`src/rtl/sqrt_fp16_pkg.sv`:
```
// Shared FP16 constants, unpacked-field record and unpack FSM states for the
// square-root pipeline.
package sqrt_fp16_pkg;

  localparam int EXP_W    = 5;
  localparam int FRAC_W   = 10;
  localparam int MANT_W   = 11;
  localparam int UEXP_W   = 7;
  localparam int EXP_BIAS = 15;

  localparam logic signed [UEXP_W-1:0] EXP_SPECIAL = 7'sd16;
  localparam logic signed [UEXP_W-1:0] EXP_ZERO    = -7'sd15;
  // Subnormals start at the minimum normal exponent before normalisation.
  localparam logic signed [UEXP_W-1:0] EXP_SUB     = -7'sd14;
  localparam logic [EXP_W-1:0]         EXP_MAX     = '1;

  typedef enum logic [1:0] {
    IDLE,
    NORM,
    HOLD
  } state_t;

  typedef struct packed {
    logic                     sign;
    logic signed [UEXP_W-1:0] exp;
    logic [MANT_W-1:0]        mant;
    logic                     is_num;
    logic                     is_nan;
    logic                     is_pinf;
    logic                     is_ninf;
    logic                     need_norm;
  } fp16_fields_t;

endpackage

```
`src/rtl/fp16_classify.sv`:
```
// Combinational FP16 field split and class decode.
// UNPACK_FTZ_EN: subnormal inputs decode as signed zero and never request normalisation.
module fp16_classify
  import sqrt_fp16_pkg::*;
(
  input  logic [15:0]  data,
  output fp16_fields_t fields
);

  logic [EXP_W-1:0]  e;
  logic [FRAC_W-1:0] f;

  assign e = data[14:10];
  assign f = data[FRAC_W-1:0];

  always_comb begin
    fields      = '0;
    fields.sign = data[15];
    if (e == EXP_MAX) begin
      fields.exp = EXP_SPECIAL;
      if (f == '0) begin
        fields.is_pinf = ~data[15];
        fields.is_ninf = data[15];
      end else begin
        fields.is_nan = 1'b1;
        fields.mant   = {1'b1, f};
      end
    end else if (e == '0) begin
      fields.is_num = 1'b1;
      if (f == '0) begin
        fields.exp = EXP_ZERO;
      end else begin
`ifdef UNPACK_FTZ_EN
        fields.exp = EXP_ZERO;
`else
        fields.exp       = EXP_SUB;
        fields.mant      = {1'b0, f};
        fields.need_norm = 1'b1;
`endif
      end
    end else begin
      fields.is_num = 1'b1;
      fields.exp    = $signed({2'b00, e}) - 7'(EXP_BIAS);
      fields.mant   = {1'b1, f};
    end
  end

endmodule

```
`src/rtl/unpack_fp16.sv`:
```
// FP16 unpack front end: classify, normalise subnormals one bit per cycle,
// hold the result under valid/ready. UNPACK_FTZ_EN (in fp16_classify) flushes subnormals.
module unpack_fp16
  import sqrt_fp16_pkg::*;
(
  input  logic              clk,
  input  logic              rst,
  input  logic              enable,
  input  logic              in_valid,
  output logic              in_ready,
  input  logic [15:0]       in_data,
  input  logic              out_ready,
  output logic              n_valid,
  output logic              sign,
  output logic signed [6:0] exp,
  output logic [10:0]       mant,
  output logic              is_num,
  output logic              is_nan,
  output logic              is_pinf,
  output logic              is_ninf
);

  fp16_fields_t cls;

  fp16_classify u_classify (
    .data   (in_data),
    .fields (cls)
  );

  state_t                   state_reg, state_next;
  logic                     sign_reg, sign_next;
  logic signed [UEXP_W-1:0] exp_reg, exp_next;
  logic [MANT_W-1:0]        mant_reg, mant_next;
  logic                     is_num_reg, is_num_next;
  logic                     is_nan_reg, is_nan_next;
  logic                     is_pinf_reg, is_pinf_next;
  logic                     is_ninf_reg, is_ninf_next;

  always_ff @(posedge clk or posedge rst) begin
    if (rst) begin
      state_reg   <= IDLE;
      sign_reg    <= 1'b0;
      exp_reg     <= '0;
      mant_reg    <= '0;
      is_num_reg  <= 1'b0;
      is_nan_reg  <= 1'b0;
      is_pinf_reg <= 1'b0;
      is_ninf_reg <= 1'b0;
    end else begin
      state_reg   <= state_next;
      sign_reg    <= sign_next;
      exp_reg     <= exp_next;
      mant_reg    <= mant_next;
      is_num_reg  <= is_num_next;
      is_nan_reg  <= is_nan_next;
      is_pinf_reg <= is_pinf_next;
      is_ninf_reg <= is_ninf_next;
    end
  end

  always_comb begin
    state_next   = state_reg;
    sign_next    = sign_reg;
    exp_next     = exp_reg;
    mant_next    = mant_reg;
    is_num_next  = is_num_reg;
    is_nan_next  = is_nan_reg;
    is_pinf_next = is_pinf_reg;
    is_ninf_next = is_ninf_reg;

    if (!enable) begin
      state_next   = IDLE;
      sign_next    = 1'b0;
      exp_next     = '0;
      mant_next    = '0;
      is_num_next  = 1'b0;
      is_nan_next  = 1'b0;
      is_pinf_next = 1'b0;
      is_ninf_next = 1'b0;
    end else begin
      unique case (state_reg)
        IDLE: begin
          if (in_valid) begin
            sign_next    = cls.sign;
            exp_next     = cls.exp;
            mant_next    = cls.mant;
            is_num_next  = cls.is_num;
            is_nan_next  = cls.is_nan;
            is_pinf_next = cls.is_pinf;
            is_ninf_next = cls.is_ninf;
            state_next   = cls.need_norm ? NORM : HOLD;
          end
        end
        NORM: begin
          // Bit 9 becomes the leading one after this shift; bottoms out at -24.
          mant_next = {mant_reg[MANT_W-2:0], 1'b0};
          exp_next  = exp_reg - 7'sd1;
          if (mant_reg[MANT_W-2]) state_next = HOLD;
        end
        HOLD: begin
          if (out_ready) state_next = IDLE;
        end
        default: state_next = IDLE;
      endcase
    end
  end

  assign in_ready = (state_reg == IDLE);
  assign n_valid  = (state_reg == HOLD);
  assign sign     = sign_reg;
  assign exp      = exp_reg;
  assign mant     = mant_reg;
  assign is_num   = is_num_reg;
  assign is_nan   = is_nan_reg;
  assign is_pinf  = is_pinf_reg;
  assign is_ninf  = is_ninf_reg;

endmodule
```
`config.mk`:
```
export PLATFORM = sky130hd
export DESIGN_NAME = unpack_fp16
export DESIGN_NICKNAME = d
export VERILOG_FILES = /design/src/rtl/sqrt_fp16_pkg.sv /design/src/rtl/fp16_classify.sv /design/src/rtl/unpack_fp16.sv
export SDC_FILE = /design/constraint.sdc
export NUM_CORES = 1
export LEC_CHECK = 0
export CAP_MARGIN = 20
export CELL_PAD_IN_SITES_DETAIL_PLACEMENT = 0
export CELL_PAD_IN_SITES_GLOBAL_PLACEMENT = 1
export CORE_ASPECT_RATIO = 0.75
export CORE_UTILIZATION = 39
export DETAILED_ROUTE_END_ITERATION = 10
export PLACE_DENSITY_LB_ADDON = 0.05
export RECOVER_POWER = 50
export SLEW_MARGIN = 20
export SYNTH_ARGS = -nofsm -noshare
export SYNTH_HDL_FRONTEND = slang
export SYNTH_HIERARCHICAL = 1
export SYNTH_SLANG_ARGS = --single-unit
```
`constraint.sdc`:
```
create_clock -name clk -period 2.4 [get_ports clk]
set_clock_uncertainty 0.15 [all_clocks]
set_input_delay 0.36 -clock clk [delete_from_list [all_inputs] [get_ports clk]]
set_output_delay 0.36 -clock clk [all_outputs]
set_load 0.02 [all_outputs]
```
==> impl_metrics.py, run 1 <==
metrics = {
    "status": {
        "outcome": "complete, no violations",
    },
    "worst_hold_path": {
        "hold_class": "reg2reg",
        "worstHoldPathCells": 1,
        "worst_hold_startpoint": "mant[10]$_DFFE_PP0P_",
        "worstHoldEndpoint": "mant[10]$_DFFE_PP0P_",
    },
    "detailed_routing": {
        "dr.pass1.iters": 4,
        "routed-wl-met2_um": 1970,
        "met3_wirelength_um": 199,
        "count_of_vias_placed_by_the_detailed_router": 1466,
        "viasPerCell": 5.49,
        "drt_iter0_drc": 60,
        "routedLengthMet1_um": 2100,
        "antenna_left": 0,
        "drc": 0,
        "maxUsedRoutingLayer": "met4",
        "detail_route.wl_per_cell_um": 16.0,
        "wl_um": 4280,
    },
    "final_layout": {
        "antennaDiodeCount": 0,
        "flip_flop_count_of_the_largest_register_after_layout": 11,
        "finalNetCount": 238,
        "nFillCells": 392,
        "syn_to_final_growth_pct": 28.8,
        "final_cell_count_no_fill": 267,
        "share_of_cells_above_drive_strength_1": 0.127,
        "layout.core_utilization": 0.532,
    },
    "timing": {
        "hold_violations": 0,
        "grt_setup_unrepaired": "no",
        "tightestPinTransition_ns": 1.41,
        "setup_slack_ns": 0.163,
        "max_clock_freq_ghz": 0.447,
        "max_slew_margin": 0.0592,
        "finalCritPeriodShare": 0.932,
        "slew_viol_final": 0,
        "post-route-min-period_ns": 2.24,
        "finalSetupViolations": 0,
    },
    "logic_synthesis": {
        "post_synth_main_area_contributors": "sky130_fd_sc_hd__dfrtp_1, sky130_fd_sc_hd__mux2i_1, sky130_fd_sc_hd__o2bb2ai_1",
        "seq_cells_post_synth": 25,
        "postSynthNetCount": 201,
        "yosys.area.top_type_share": 0.369,
        "yosysUniqueCellTypes": 47,
        "async_reset_ff_frac": 1.00,
        "synthMostInstantiatedCell": "sky130_fd_sc_hd__dfrtp_1",
        "ys_top_cells_by_count": "sky130_fd_sc_hd__dfrtp_1, sky130_fd_sc_hd__o2bb2ai_1, sky130_fd_sc_hd__inv_1, sky130_fd_sc_hd__mux2i_1, sky130_fd_sc_hd__clkbuf_1",
        "postSynthCellCount": 176,
        "synth.yosys.seq_area_share": 0.369,
        "post_synth.cell_area_avg_um2": 9.63,
        "synth_enable_flop_cells": 0,
        "synthDominantAreaCellType": "sky130_fd_sc_hd__dfrtp_1",
        "synthesis.yosys.warnings": 6,
        "netlist_area_um2": 1700,
        "top_reg_cell_synth": "sky130_fd_sc_hd__dfrtp_1",
    },
    "placement": {
        "cell_total_after_placement": 263,
        "placed_wire_length_estimate_um": 3170,
        "dpl_worst_slack_ns": -0.0565,
        "finalWeightedCongestion": 0.845,
        "count_of_input_and_output_buffers": 45,
    },
    "global_routing": {
        "grt_pass1_wl_um": 7110,
        "number_of_global_route_vias_before_repair": 1425,
        "antenna_violations_before_repair": 0,
        "globalRoute.totalOverflow": 0,
        "globalRouteTotalUtil": 0.202,
        "grt_max_degree": 26,
    },
    "critical_path": {
        "timing_worst_setup_path_type": "in2reg",
        "timing.critical_path.from_type": "primary input",
        "r2r-end": "mant[9]$_DFFE_PP0P_",
        "path_max_fanout": 14,
        "timing.critical_path.required_ns": 2.45,
        "timing.reg2reg.worst_path_depth": 4,
        "timing.reg2reg.setup_slack_ns": 0.53,
        "sort_of_element_at_the_end_of_the_critical_path": "register",
        "regToRegStartpoint": "state_reg[0]$_DFFE_PP0P_",
        "worst-endpoint-arrival_ns": 2.28,
    },
    "power_and_ir_drop": {
        "switching_power_share_of_the_total": 0.316,
        "switching_power_mw": 0.325,
        "pwr-share-clk": 0.254,
        "comb_power_share": 0.283,
        "power.share.sequential": 0.463,
        "power.ir.vdd_worst_mv": 0.302,
        "cell_internal_pwr_mw": 0.704,
        "post-layout-total-power_mw": 1.03,
        "total_leakage_power_nw": 0.964,
        "power.density_nw_per_um2": 471,
    },
    "floorplan": {
        "core_region_area_um2": 4100,
        "floorplan.die.width_um": 78.1,
        "io-pin-count": 46,
        "dieHeight_um": 59.1,
        "rows": 20,
        "floorplan.die_area_um2": 4620,
        "floorplan.initialDensity": 0.413,
    },
    "clocking": {
        "post_cts.repair.setup_buffers": 0,
        "clk_transition_reported_paths_ns": 0.09,
        "cts-hold-fix-buffers": 0,
        "clock_insertion_delay_worst_skew_ns": 0.27,
        "cts.sinks": 25,
        "clock_tree_from_tritoncts": "built",
        "cts-resized-gates": 0,
        "clock-root-buffer": "sky130_fd_sc_hd__clkbuf_8",
        "cts-root-to-sink-buffers": 2,
        "clock_buffer_count_from_cts": 3,
        "htreeDepth": 1,
    },
    "run": {
        "cap_violations": 0,
    },
}
## cells by family after synthesis
| family | Yosys count | synth area share |
|---|---|---|
| buf+inv | 33 | 0.102 |
| compound gates | 42 | 0.187 |
| xor+xnor | 2 | 0.0103 |
| mux | 13 | 0.0775 |
| fa+ha+maj | 4 | 0.0295 |
| simple gates | 57 | 0.224 |
| flops | 25 | 0.369 |
## stage by stage
step / TNS [ns] / hold slack [ns] / instance area (µm²)
detailed placement: -0.136 / 0.339 / 2150
global route: 0 / 0.394 / 2180
global placement: 0 / 0.348 / 2150
floorplan: 0 / 0.237 / 1700
CTS: 0 / 0.295 / 2190
finish: 0 / 0.366 / 2180
## power groups by stage
stage	clock network (mW)	registers (mW)	logic, mW
after floorplan	0	0.510	0.138
after global placement	0	0.484	0.291
after detailed placement	0	0.485	0.295
after CTS	0.270	0.476	0.297
after global routing	0.287	0.481	0.316
final	0.261	0.476	0.291
## metal layers
| metal | up-vias | global-route usage |
|---|---|---|
| met2 | 44 | 0.330 |
| met5 | - | 0 |
| met4 | 0 | 0.0397 |
| met1 | 716 | 0.281 |
| li1 | 704 | - |
| met3 | 2 | 0.0385 |
## final cells by class
class / instances / area (µm²) / area share
Multi-Input combinational cell: 118 / 895 / 0.410
Sequential cell: 25 / 626 / 0.287
Timing Repair Buffer: 53 / 503 / 0.230
Tap cell: 55 / 68.8 / 0.0315
Inverter: 12 / 45.0 / 0.0206
Clock buffer: 3 / 41.3 / 0.0189
Clock inverter: 1 / 5.00 / 0.00229
## critical path: stages
cell and delay, ns:
sky130_fd_sc_hd__dlygate4sd3_1 0.54, sky130_fd_sc_hd__clkbuf_1 0.49, sky130_fd_sc_hd__and2_0 0.70, sky130_fd_sc_hd__o2bb2ai_1 0.19
## cell usage in the layout (no fill, tap or decap), types with 2 or more instances in the layout
| cell | count |
|---|---|
| sky130_fd_sc_hd__nor2b_1 | 2 |
| sky130_fd_sc_hd__mux2i_1 | 12 |
| sky130_fd_sc_hd__inv_1 | 12 |
| sky130_fd_sc_hd__nor3_1 | 5 |
| sky130_fd_sc_hd__dfrtp_1 | 25 |
| sky130_fd_sc_hd__nor2_1 | 7 |
| sky130_fd_sc_hd__clkbuf_8 | 3 |
| sky130_fd_sc_hd__nand4_1 | 6 |
| sky130_fd_sc_hd__o21ai_2 | 2 |
| sky130_fd_sc_hd__nor3b_2 | 2 |
| sky130_fd_sc_hd__ha_1 | 4 |
| sky130_fd_sc_hd__buf_4 | 6 |
| sky130_fd_sc_hd__nand3_1 | 5 |
| sky130_fd_sc_hd__nand2_1 | 10 |
| sky130_fd_sc_hd__o21ai_0 | 6 |
| sky130_fd_sc_hd__dlygate4sd3_1 | 4 |
| sky130_fd_sc_hd__and3_1 | 3 |
| sky130_fd_sc_hd__clkbuf_1 | 2 |
| sky130_fd_sc_hd__nor4_2 | 2 |
| sky130_fd_sc_hd__a21oi_1 | 7 |
| sky130_fd_sc_hd__o22ai_1 | 3 |
| sky130_fd_sc_hd__a22oi_1 | 2 |
| sky130_fd_sc_hd__nor4b_2 | 2 |
| sky130_fd_sc_hd__clkdlybuf4s50_1 | 41 |
| sky130_fd_sc_hd__o2bb2ai_1 | 13 |
| sky130_fd_sc_hd__or2_2 | 2 |
## worst max-delay path by stage
stage                startpoint                        to  slack (ns)  depth (start not counted)
floorplan           in_data[10]  state_reg[0]$_DFFE_PP0P_        0.55                          9
global placement    in_data[10]  state_reg[0]$_DFFE_PP0P_        0.06                         10
detailed placement  in_data[10]        exp[5]$_DFFE_PP0P_       -0.06                          8
CTS                 in_data[10]  state_reg[1]$_DFFE_PP0P_        0.23                          9
global route             enable       mant[9]$_DFFE_PP0P_        0.05                          4
finish                   enable       mant[9]$_DFFE_PP0P_        0.16                          4
(Power assumes the default switching activity.)
==> inputs of run 2 (changes only) <==
Settings changed: SLEW_MARGIN 20 to unset.
==> results of run 2 <==
The final DEF is identical to that of run 1; final timing and power are the same.
==> inputs of run 3 (changes only) <==
Settings changed: CAP_MARGIN 20 to 5.
==> results of run 3 <==
The final DEF is identical to that of run 1; final timing and power are the same.
